**src/rtl/fir_sample_feeder.sv**
```systemverilog
// Host-stream to FIR sample feeder: FIFO-buffers float32 samples, presents one per FIR
// `next` request, raises fir_stop at end of stream or tap limit, and flags underruns.
module fir_sample_feeder #(
  parameter int DATA_W      = 32,
  parameter int DEPTH       = 16,
  parameter int MAX_SAMPLES = 145
) (
  input  logic              clk,
  input  logic              rst,
  input  logic              s_valid,
  input  logic [DATA_W-1:0] s_data,
  input  logic              s_last,
  output logic              s_ready,
  input  logic              fir_next,
  output logic [DATA_W-1:0] fir_in,
  output logic              fir_stop,
  output logic [8:0]        sample_count,
  output logic              underrun
);

  localparam int         AW      = $clog2(DEPTH);
  localparam logic [8:0] MAX_CNT = 9'(MAX_SAMPLES);

  typedef enum logic [1:0] {
    IDLE  = 2'd0,
    RUN   = 2'd1,
    DRAIN = 2'd2
  } state_t;

  logic [DATA_W-1:0] mem_r [DEPTH];
  logic [AW:0]       wr_ptr_r;
  logic [AW:0]       rd_ptr_r;
  logic              last_seen_r;
  logic              fir_next_q_r;
  state_t            state_r;

  state_t            state_nxt_s;
  logic              empty_s;
  logic              full_s;
  logic              push_s;
  logic              pop_s;
  logic              req_s;
  logic [DATA_W-1:0] fir_in_nxt_s;
  logic              stop_nxt_s;
  logic [8:0]        count_nxt_s;
  logic              underrun_nxt_s;

  // Status is decoded from registered pointers only, so a same-cycle push never bypasses.
  assign empty_s = (wr_ptr_r == rd_ptr_r);
  assign full_s  = (wr_ptr_r[AW] != rd_ptr_r[AW]) &&
                   (wr_ptr_r[AW-1:0] == rd_ptr_r[AW-1:0]);
  assign s_ready = rst && !full_s && !last_seen_r;
  assign push_s  = s_valid && s_ready;
  // FIR holds `next` high through its own reset, so only a rising edge is a request.
  assign req_s   = fir_next && !fir_next_q_r;

  // Next-state and next-output decode for the delivery FSM.
  always_comb begin
    state_nxt_s    = state_r;
    pop_s          = 1'b0;
    fir_in_nxt_s   = fir_in;
    stop_nxt_s     = fir_stop;
    count_nxt_s    = sample_count;
    underrun_nxt_s = underrun;
    case (state_r)
      IDLE: begin
        if (!empty_s) begin
          pop_s        = 1'b1;
          fir_in_nxt_s = mem_r[rd_ptr_r[AW-1:0]];
          count_nxt_s  = 9'd1;
          state_nxt_s  = RUN;
        end else begin
          fir_in_nxt_s = '0;
        end
      end
      RUN: begin
        if (req_s) begin
          if (sample_count >= MAX_CNT) begin
            fir_in_nxt_s = '0;
            stop_nxt_s   = 1'b1;
            state_nxt_s  = DRAIN;
          end else if (!empty_s) begin
            pop_s        = 1'b1;
            fir_in_nxt_s = mem_r[rd_ptr_r[AW-1:0]];
            count_nxt_s  = sample_count + 9'd1;
          end else if (last_seen_r) begin
            fir_in_nxt_s = '0;
            stop_nxt_s   = 1'b1;
            state_nxt_s  = DRAIN;
          end else begin
            fir_in_nxt_s   = '0;
            underrun_nxt_s = 1'b1;
          end
        end else begin
          state_nxt_s = RUN;
        end
      end
      DRAIN: begin
        fir_in_nxt_s = '0;
        stop_nxt_s   = 1'b1;
      end
      default: begin
        state_nxt_s  = IDLE;
        fir_in_nxt_s = '0;
        stop_nxt_s   = 1'b0;
      end
    endcase
  end

  // State, output and pointer registers.
  always_ff @(posedge clk or negedge rst) begin
    if (!rst) begin
      state_r      <= IDLE;
      wr_ptr_r     <= '0;
      rd_ptr_r     <= '0;
      last_seen_r  <= 1'b0;
      fir_next_q_r <= 1'b1;
      fir_in       <= '0;
      fir_stop     <= 1'b0;
      sample_count <= 9'd0;
      underrun     <= 1'b0;
    end else begin
      state_r      <= state_nxt_s;
      fir_next_q_r <= fir_next;
      fir_in       <= fir_in_nxt_s;
      fir_stop     <= stop_nxt_s;
      sample_count <= count_nxt_s;
      underrun     <= underrun_nxt_s;
      if (push_s) begin
        wr_ptr_r <= wr_ptr_r + (AW+1)'(1);
      end
      if (pop_s) begin
        rd_ptr_r <= rd_ptr_r + (AW+1)'(1);
      end
      if (push_s && s_last) begin
        last_seen_r <= 1'b1;
      end
    end
  end

  // Sample storage; contents are don't-care while the pointers say empty.
  always_ff @(posedge clk) begin
    if (push_s) begin
      mem_r[wr_ptr_r[AW-1:0]] <= s_data;
    end
  end

endmodule

```
**config.mk**
```make
export PLATFORM = sky130hd
export DESIGN_NAME = fir_sample_feeder
export DESIGN_NICKNAME = d
export VERILOG_FILES = /design/src/rtl/fir_sample_feeder.sv
export SDC_FILE = /design/constraint.sdc
export NUM_CORES = 1
export LEC_CHECK = 0
export CORE_MARGIN = 1.5
export CORE_UTILIZATION = 60
export DETAILED_ROUTE_END_ITERATION = 10
export PLACE_DENSITY = 0.79
export SLEW_MARGIN = 20
export SYNTH_ARGS = -nofsm -noshare
export SYNTH_HDL_FRONTEND = slang
export SYNTH_SLANG_ARGS = --single-unit
```
**constraint.sdc**
```tcl
create_clock -name clk -period 7.7 [get_ports clk]
set_input_delay 1.925 -clock clk [delete_from_list [all_inputs] [get_ports clk]]
set_output_delay 1.925 -clock clk [all_outputs]
set_load 0.01 [all_outputs]
```
Yosys cells after proc, flatten, opt, wreduce, memory -nomap -nowiden
Memory sizes are Yosys's and may differ from the RTL's.
Index checks and enable logic that the tools add are counted.
{ "classes": {"add_sub_neg": 3, "multipliers": 0, "div": 0, "magnitude_cmp": 1, "eq_ne": 13, "n_shift": 0, "mux": 26, "bitwise_logic": 4, "n_reduce_logical": 15} }
{ "ops": {"columns": ["operator", "count"], "rows": [
  ["$mux W32", 3],
  ["$pmux W32 S2", 1],
  ["$mux W9", 4],
  ["$pmux W9 S2", 1],
  ["$add A5 B1 Y5 const B", 2],
  ["$mux W2", 5],
  ["$reduce_and A5 Y1", 2],
  ["$add A9 B1 Y9 const B", 1],
  ["$ge A9 B8 Y1 const B", 1],
  ["$mux W1", 9],
  ["$ne A2 B2 Y1 const B", 4],
  ["$ne A4 B4 Y1 const B", 2],
  ["$reduce_and A4 Y1", 2],
  ["$logic_and A1 B1 Y1", 6],
  ["$ne A3 B3 Y1 const B", 2],
  ["$pmux W2 S3", 1],
  ["$eq A5 B5 Y1", 1],
  ["$eq A4 B4 Y1", 1],
  ["$not A1 Y1", 4],
  ["$logic_not A1 Y1", 3],
  ["$pmux W1 S3", 1],
  ["$eq A2 B1 Y1 const B", 1],
  ["$eq A2 B2 Y1 const B", 1],
  ["$logic_not A2 Y1", 1],
  ["3 further kinds", 3]
]} }
{ "word_totals": {"regBits": 57, "latch_bits": 0, "mem_bits_rw": 512, "romBits": 0, "out_inout_bits": 44, "wordCells": 72, "mem_count": 1} }
{ "mem_list": {"columns": ["name", "words", "word_bits", "rd", "rd_clocked_by_memory_dff", "write_ports", "line_no", "rtl"], "rows": [
  ["mem_r", 16, 32, 1, 0, 1, "30", "logic [DATA_W-1:0] mem_r [DEPTH];"]
]} }

Longest topological paths before layout
Gate-level depths: netlist of run 1.
{ "depth": {"depth_word": 8, "depth_mapped": 8} }

Worst setup path after synthesis of run 1
No wires, ideal clock.
{ "synth_path": {"kind": "input port to flip-flop", "startpoint": "input s_valid", "endpoint": "memory mem_r[3][0], enable pin", "setup_ns": 0.461, "arrival_time_ns": 4.643, "path_slack_ns": 2.596, "path_stages": 5, "path_buffers": 1, "cell_sequence": "inv_1 > a211oi_2 > buf_2 > nand2_1 > nor3_1"} }
{ "synth_between": {"elab_chain_cells": 3} }
{ "synth_rtl": {"columns": ["item", "line_no", "rtl"], "rows": [
  ["start: declaration", "10", "input logic s_valid,"],
  ["$logic_and A1 B1 Y1", "53", "assign push_s = s_valid && s_ready;"],
  ["$mux W1", "143", "if (push_s) begin"],
  ["$mux W1 (not written as such)", "144", "mem_r[wr_ptr_r[AW-1:0]] <= s_data;"],
  ["end: declaration", "30", null]
]} }
No other way between the ends.

Worst setup path after layout of run 1
{ "layout_path": {"startpoint": "input rst", "endpoint": "output s_ready"} }
{ "layout_between": {"elab_chain_cells": 2} }
{ "layout_rtl": {"columns": ["item", "line_no", "rtl"], "rows": [
  ["start: declaration", "9", "input logic rst,"],
  ["$logic_and A1 B1 Y1 (2 in a row)", "52", "assign s_ready = rst && !full_s && !last_seen_r;"],
  ["end: declaration", "13", "output logic s_ready,"]
]} }
No other way between the ends.

==> results.md, run 1 <==
* Run status: complete, no violations
* Clock power frac at 30.6%
* Switching pwr at 2.52 mW
* Vias in the first global route at 11400
* Final wirelength at approximately 45000 microns
* Fraction of the yosys area taken by sequential cells at 75.5%
* Largest net degree at the start of global routing at 68
* Most common cell after layout, fill and taps aside: edfxtp_1
* GRT Residual Overflow at 0
* Final setup vio count at 0
* Filler Cell Count at around 2200
* Maximum vdd drop at 210 uV
* Max FO, Critical Path at 14
* CP Class: in -> out
* # clock sinks at 569
* Port bufs at 80
* Global-route wire length before repair at between 60000 and 70000 microns
* Die height at around 200 microns
* Critical-path cell list: buf_2, nand2b_1, a21oi_1, clkdlybuf4s50_1
* RSZ-0062 raised after global routing: false
* CP startpoint kind: input port
* Share of layout cells above drive strength 1 at about a fifth
* EDFF count, synth at 512
* Syn_nets at 1101
* Endpoint class of the critical path: output pin
* Most frequent cells in the layout: edfxtp_1, mux4_2, clkdlybuf4s50_1
* Final core utilization at 69.3%
* Clock slew at reported path FFs at ~0.06 ns
* Cells on worst reg2reg path at 7
* Warnings, synthesis at 0
* GRT Total Usage at 24.4%
* Number of library cell types mapped by synthesis at 55
* Async SR Flop Fraction at 10.0%
* Max Fclk at 192 MHz
* WL/cell at 27.0 microns
* FP Rows at 70
* Initial antenna violation count at 0
* Leakage at 8.34 nW
* Int Pwr at 6.32 mW
* Worst hold stages at 1
* Flops & latches, synth at 569
* Max-Cap Viols at 0
* Final WS setup at 2.50 ns
* Starting Density at roughly three fifths
* DR iter-0 viols at a little under 1000
* Clk_skew at 0.0199 ns
* H-tree depth at 2
* DP Worst Slack at 2.53 ns
* Clock period minus final worst setup slack at slightly above 5 ns
* Detailed Routing Iterations Pass 1 at 5
* Flop pwr share at 42.3%
* # IOs at 81
* Worst-skew pair later-pin latency at 0.57 ns
* Combinational group share of total power at 27.1%
* DRC Markers at 0
* Die X at between 150 and 200 microns
* Final hold violations at 0
* Ant diodes at 0
* Setup TNS at 0 ns
* Post-route ant nets at 0
* Hold-fix buffers, CTS at 0
* Switching share of power at 28.5%
* R2r setup slk at 3.93 ns
* Final nets at 1190
* Arrival time worst endpoint at ~3.3 ns
* Final Wtd Congestion at 0.790
* Mapped Cells at 1054
* CTS Root Cell: clkbuf_16
* Syn_area_per_cell at around 21 sq um
* Clock buffer count from CTS at 55
* Core area at 36500 sq um
* CTS tree: yes
* Die area at 38200 sq um
* Postcts setup bufs at 0
* Ys flop type: edfxtp_1
* Final Cycle Share at between 60% and 70%
* Clk buf depth at 3
* Hold crit path type: reg -> reg
* WP data required at 5.78 ns
* Vias post-DR at 10700
* Area grow syn2layout at 13.7%
* Worst slew pin tran at 1.05 ns
* Pwr per Cell Area at 349 nW/um^2
* Dpl hpwl at 22800 microns
* Vias/cell at 6.49
* Worst stage delay on the critical path at 0.57 ns
* CP max-delay cell: clkdlybuf4s50_1
* Slew margin rel. at between 30 and 40%
* Post-cts resize count at 0
* Syn Std Cell Area at 22200 sq um
* Final Max Slew Viols at 0
## metal layers
metal  part of all wire, %  GRT usage [%]
met1                    41           33.2
met2                    52           41.4
met3                   5.5           4.01
met4                   2.2           6.89
met5                     0              0
## critical path: cells and delay by family
kind | cells | cell delay (ns)
simple gates | 1 | 0.20
buf+inv | 2 | 0.96
compound gates | 1 | 0.19
## logic make-up after synthesis
logic type | Yosys count | share of synthesized area [%]
muxes | 162 | 14.5
buffers and inverters | 69 | 1.65
AOI/OAI and AO/OA | 134 | 4.45
adders and majority gates | 10 | 0.562
xor gates and xnor gates | 14 | 0.619
and+or+nand+nor | 96 | 2.67
DFF | 569 | 75.5
## stage by stage
stage / cells / total power, mW / hold slack [ns] / instance area (sq um)
after global placement: 1552 / 6.08 / 0.469 / 23400
after floorplan: 1054 / 5.51 / 0.463 / 22200
after global routing: 1653 / 9.21 / 0.494 / 25300
after CTS: 1651 / 8.87 / 0.485 / 25200
after detailed placement: 1552 / 6.13 / 0.471 / 23400
final: 1653 / 8.84 / 0.479 / 25300
## cell type report
type | instances | area, sq um | share of cell area, %
sequential | 569 | 16800 | 66.5
timing repair buffer | 91 | 918 | 3.63
multi-input combinational | 416 | 5130 | 20.3
tap | 468 | 586 | 2.31
inverter | 10 | 37.5 | 0.148
clock buffer | 71 | 1510 | 5.96
clock inverter | 28 | 312 | 1.23
## path summary, 6_finish.rpt
check | start | to
min | underrun$_DFFE_PN0P_ | underrun$_DFFE_PN0P_
max in group asynchronous | rst | rd_ptr_r[1]$_DFFE_PN0P_
max | rst | s_ready
min in group asynchronous | rst | fir_in[9]$_DFFE_PN0N_
max reg2reg | rd_ptr_r[0]$_DFFE_PN0P_ | fir_in[6]$_DFFE_PN0N_
min reg2reg | underrun$_DFFE_PN0P_ | underrun$_DFFE_PN0P_
## flip-flops by register name (all words and copies together), names as in the netlist
register and flops:
sample_count 9, fir_next_q_r 1, wr_ptr_r 5, mem_r 512, fir_stop 1, state_r 2
last_seen_r 1, fir_in 32, underrun 1, rd_ptr_r 5
## power by group through the flow
stage / Sequential, mW / Combinational (mW) / Clock [mW]
finish: 3.73 / 2.40 / 2.71
detailed placement: 3.79 / 2.34 / 0
global route: 3.76 / 2.59 / 2.86
global placement: 3.79 / 2.29 / 0
CTS: 3.74 / 2.39 / 2.74
floorplan: 3.69 / 1.82 / 0
## Yosys cell counts (7+ instances only)
| cell | instances | area [sq um] |
|---|---|---|
| a22o_1 | 32 | 280 |
| nand2_1 | 7 | 26.3 |
| inv_1 | 10 | 37.5 |
| o21ai_0 | 7 | 35.0 |
| nand3_1 | 9 | 45.0 |
| ha_1 | 10 | 125 |
| a211oi_1 | 32 | 240 |
| a21oi_1 | 36 | 180 |
| buf_6 | 9 | 101 |
| xnor2_1 | 7 | 61.3 |
| buf_2 | 21 | 105 |
| mux4_2 | 128 | 2880 |
| clkbuf_1 | 24 | 90.1 |
| nor2b_1 | 34 | 213 |
| and3_1 | 19 | 119 |
| mux2i_1 | 33 | 330 |
| dfrtp_1 | 56 | 1400 |
| edfxtp_1 | 512 | 15400 |
(Power assumes the default switching activity.)
==> run 2, diff against run 1 <==
clock period = 4.8 ns   (was 7.7 ns; I/O delays follow)
==> results.md, run 2 (same netlist as run 1, synthesis figures left out) <==
* WL/cell at 27.0 microns
* Share of layout cells above drive strength 1 at roughly 22%
* H-tree depth at 2
* Most common cell after layout, fill and taps aside: edfxtp_1
* Final setup vio count at 0
* Post-cts resize count at 0
* Post-route ant nets at 0
* Die height at 196 microns
* Final Max Slew Viols at 0
* Placed instance count at between 1500 and 2000
* Pwr per Cell Area at 557 nW/um^2
* Endpoint class of the critical path: output pin
* Clock slew at reported path FFs at 0.06 ns
* Slew margin rel. at 30.0%
* Global-route wire length before repair at 68300 microns
* Die area at 38200 sq um
* Clk_skew at 0.0177 ns
* CTS Root Cell: clkbuf_16
* Arrival time worst endpoint at 2.78 ns
* GRT Residual Overflow at 0
* Vias/cell at about 6.4
* Final Non-Filler Cells at about 1700
* Area grow syn2layout at 13.6%
* # clock sinks at approximately 570
* Clock period minus final worst setup slack at 3.98 ns
* Ant diodes at 0
* Vias post-DR at 10700
* # IOs at just over 80
* Hold crit path type: reg -> reg
* Max-Cap Viols at 0
* FP Rows at 70
* Hold-fix buffers, CTS at 0
* WP data required at 3.60 ns
* RSZ-0062 raised after global routing: false
* Setup TNS at 0 ns
* CP startpoint kind: register
* Final Wtd Congestion at between 0.7 and 0.8
* Postcts setup bufs at 0
* Initial antenna violation count at 0
* Port bufs at 80
* Final nets at roughly 1200
* Dpl hpwl at 24500 microns
* Final hold violations at 0
* Worst slew pin tran at 1.05 ns
* Run status: complete, no violations
* Die X at 196 microns
* Clk buf depth at 3
* CP Class: reg -> out
* CTS tree: yes
* DR iter-0 viols at just under 1000
* Most frequent cells in the layout: edfxtp_1, mux4_2, clkdlybuf4s50_1
* Clock buffer count from CTS at 54
* Largest net degree at the start of global routing at 79
* Max Fclk at 252 MHz
* Worst-skew pair later-pin latency at just under 0.6 ns
* Final wirelength at 44700 microns
* Largest register FFs at 512
* Starting Density at around three fifths
* Max FO, Critical Path at 54
* Final Cycle Share at 82.8%
* Vias in the first global route at 11100
* Leakage at approximately 8.3 nW
* DRC Markers at 0
* GRT Total Usage at around 24%
* Core area at 36500 sq um
* Detailed Routing Iterations Pass 1 at 7
* Maximum vdd drop at 475 uV
run 2: cell count changes in the layout (fill, tap and decap cells not counted), moves of 2 or more:
cell,before,now
clkinv_1,11,7
buf_4,9,12
clkbuf_16,57,55
clkinv_2,7,9
clkinvlp_4,1,4
buf_16,2,0
clkbuf_8,3,6
run 2: per-stage QoR:
step	utilization (%)	setup WS [ns]	total power [mW]	hold WS (ns)	instance area, sq um
4_1_cts	69.2	0.733	14.2	0.501	25300
3_5_place_dp	64.2	1.28	9.89	0.459	23500
2_1_floorplan	-	0.421	8.84	0.463	22200
3_3_place_gp	64.2	1.31	9.82	0.464	23500
6_report	69.2	0.824	14.1	0.502	25300
5_1_grt	69.2	0.641	14.6	0.514	25300
run 2: area by class of cell:
type	instances	area [sq um]
Sequential cell	569	16800
Fill cell	2148	11300
Multi-Input combinational cell	416	5120
Clock buffer	72	1500
Timing Repair Buffer	93	906
Tap cell	468	586
Clock inverter	29	308
Inverter	10	37.5
run 2: power by group:
part	leakage, nW	internal, mW	switching, mW	total, mW
Combinational	2.12	1.87	1.93	3.80
Sequential	5.33	5.65	0.321	5.98
Clock	0.879	2.52	1.78	4.30
run 2: metal layers:
layer,track usage (%),share of wire [%]
met1,33.9,40
met2,40.4,51
met3,3.97,6.8
met4,7.18,2.1
met5,0,0
run 2: worst max-delay path, stage by stage (launching register included):
cell and delay [ns]:
dfrtp_4 0.90, xnor2_1 0.27, and4_4 0.26, a21oi_1 0.19
clkdlybuf4s50_1 0.57
run 2: path summary, 6_finish.rpt:
check                                   startpoint                      end  slack [ns]  cells past startpoint
setup / recovery           rd_ptr_r[3]$_DFFE_PN0P_                  s_ready        0.82                      4
hold / removal               fir_in[7]$_DFFE_PN0N_    fir_in[7]$_DFFE_PN0N_        0.50                      1
setup reg to reg           rd_ptr_r[3]$_DFFE_PN0P_   mem_r[9][15]$_DFFE_PP_        1.59                      5
hold reg to reg              fir_in[7]$_DFFE_PN0N_    fir_in[7]$_DFFE_PN0N_        0.50                      1
max in group asynchronous                      rst  rd_ptr_r[3]$_DFFE_PN0P_        3.28                      2
min in group asynchronous                      rst   fir_in[31]$_DFFE_PN0N_        0.88                      2
==> run 3, diff against run 2 <==
clock period = 3.8 ns   (was 4.8 ns; I/O delays follow)
==> results.md, run 3 (same netlist as run 1, synthesis figures left out) <==
* Run status: complete, no violations
* Die height at 196 microns
* Largest net degree at the start of global routing at around 130
* Worst slew pin tran at 0.920 ns
* CP max-delay cell: dfrtp_4
* Clock buffer count from CTS at 54
* Setup TNS at 0 ns
* Max FO, Critical Path at 38
* Most common cell after layout, fill and taps aside: edfxtp_1
* Worst stage delay on the critical path at 0.71 ns
* Starting Density at between 60% and 70%
* Die area at 38200 sq um
* CP Class: reg -> out
* Max Fclk at 281 MHz
* Clock period minus final worst setup slack at 3.55 ns
* GRT Total Usage at 25.9%
* H-tree depth at 2
* DR iter-0 viols at 1166
* WHS at 0.472 ns
* Final Wtd Congestion at 0.796
* Clk_skew at 0.0266 ns
* Leakage at 8.49 nW
* CP startpoint kind: register
* Pwr per Cell Area at 700 nW/um^2
* Final wirelength at 47800 microns
* Slew margin rel. at 38.7%
* WL/cell at 28.5 microns
* GRT Residual Overflow at 0
* Post-cts resize count at 0
* Die X at 196 microns
* Endpoint class of the critical path: output pin
* CTS Root Cell: clkbuf_16
* # clock sinks at roughly 570
* Hold-fix buffers, CTS at 0
* Most frequent cells in the layout: edfxtp_1, mux4_2, clkdlybuf4s50_1
* Vias post-DR at around 11000
* DRC Markers at 0
* Core area at ~37000 sq um
* Area grow syn2layout at 15.3%
* Max-Cap Viols at 0
* Largest register FFs at between 500 and 600
* RSZ-0062 raised after global routing: false
* Clk buf depth at 3
* FP Rows at 70
* Critical-path cell list: xnor2_1, and4_4, a21oi_1, clkdlybuf4s50_1
* CTS tree: yes
* Post-route ant nets at 0
* Clock slew at reported path FFs at 0.06 ns
* Share of layout cells above drive strength 1 at a little under a quarter
* Vias in the first global route at roughly 11000
* Maximum vdd drop at 570 uV
* Dpl hpwl at 25300 microns
* Crit path buf inv count at 1
* Final nets at approximately 1200
* Initial antenna violation count at 1
* Final Max Slew Viols at 0
* Postcts setup bufs at 0
* Hold crit path type: reg -> reg
* Filler Cell Count at 2089
* Global-route wire length before repair at 72100 microns
* Detailed Routing Iterations Pass 1 at 5
* Port bufs at 80
* Cell family with most CP delay: flip-flops
* Worst-skew pair later-pin latency at 0.60 ns
* Final Cycle Share at 93.6%
* Vias/cell at 6.56
* WP data required at 2.85 ns
* Final setup vio count at 0
* # IOs at 81
* Arrival time worst endpoint at 2.60 ns
* Final hold violations at 0
run 3: changes by cell type in the layout (fill, tap and decap cells not counted), sizes merged:
cell,previous run,this run
buf,14,32
bufinv,6,4
clkinv,17,11
inv,12,11
clkbuf,72,80
diode,0,1
clkinvlp,4,6
run 3: final cells by class:
| cell class | count | area (sq um) | area share [%] |
|---|---|---|---|
| Sequential cell | 569 | 16800 | 65.5 |
| Multi-Input combinational cell | 416 | 5120 | 20.0 |
| Clock buffer | 80 | 1610 | 6.29 |
| Timing Repair Buffer | 111 | 1240 | 4.84 |
| Tap cell | 468 | 586 | 2.28 |
| Clock inverter | 22 | 234 | 0.912 |
| Inverter | 10 | 37.5 | 0.146 |
| Antenna cell | 1 | 2.50 | 0.00975 |
run 3: metrics by stage:
| step | total power, mW | worst slack [ns] | util (%) | std cells | area [sq um] |
|---|---|---|---|---|---|
| floorplan | 11.2 | 0.615 | - | 1054 | 22300 |
| global placement | 12.5 | 0.711 | 65.2 | 1574 | 23800 |
| finish | 17.9 | 0.245 | 70.2 | 1677 | 25700 |
| detailed placement | 12.6 | 0.691 | 65.2 | 1574 | 23800 |
| CTS | 18.1 | 0.239 | 70.2 | 1676 | 25700 |
| global route | 18.7 | 0.137 | 70.2 | 1677 | 25700 |
run 3: per-layer routing:
| layer | GRT usage [%] | routed length, microns | part of all wire, % |
|---|---|---|---|
| met1 | 36.9 | 18800 | 39 |
| met2 | 41.6 | 23900 | 50 |
| met3 | 5.08 | 4010 | 8.4 |
| met4 | 7.18 | 1030 | 2.2 |
| met5 | 0 | 0 | 0 |
run 3: report_power, final:
group	switching, mW	leakage [nW]	internal, mW	total (mW)
Clock	2.29	0.890	3.22	5.51
Combinational	2.49	2.27	2.41	4.90
Sequential	0.390	5.33	7.14	7.53
run 3: path summary, 6_finish.rpt:
check | startpoint | end | slack [ns] | depth (start not counted)
min | underrun$_DFFE_PN0P_ | underrun$_DFFE_PN0P_ | 0.47 | 1
max in group asynchronous | rst | rd_ptr_r[0]$_DFFE_PN0P_ | 2.45 | 2
min in group asynchronous | rst | fir_in[2]$_DFFE_PN0N_ | 0.66 | 2
max reg2reg | rd_ptr_r[3]$_DFFE_PN0P_ | mem_r[13][14]$_DFFE_PP_ | 0.78 | 6
min reg2reg | underrun$_DFFE_PN0P_ | underrun$_DFFE_PN0P_ | 0.47 | 1
max | rd_ptr_r[3]$_DFFE_PN0P_ | s_ready | 0.25 | 4
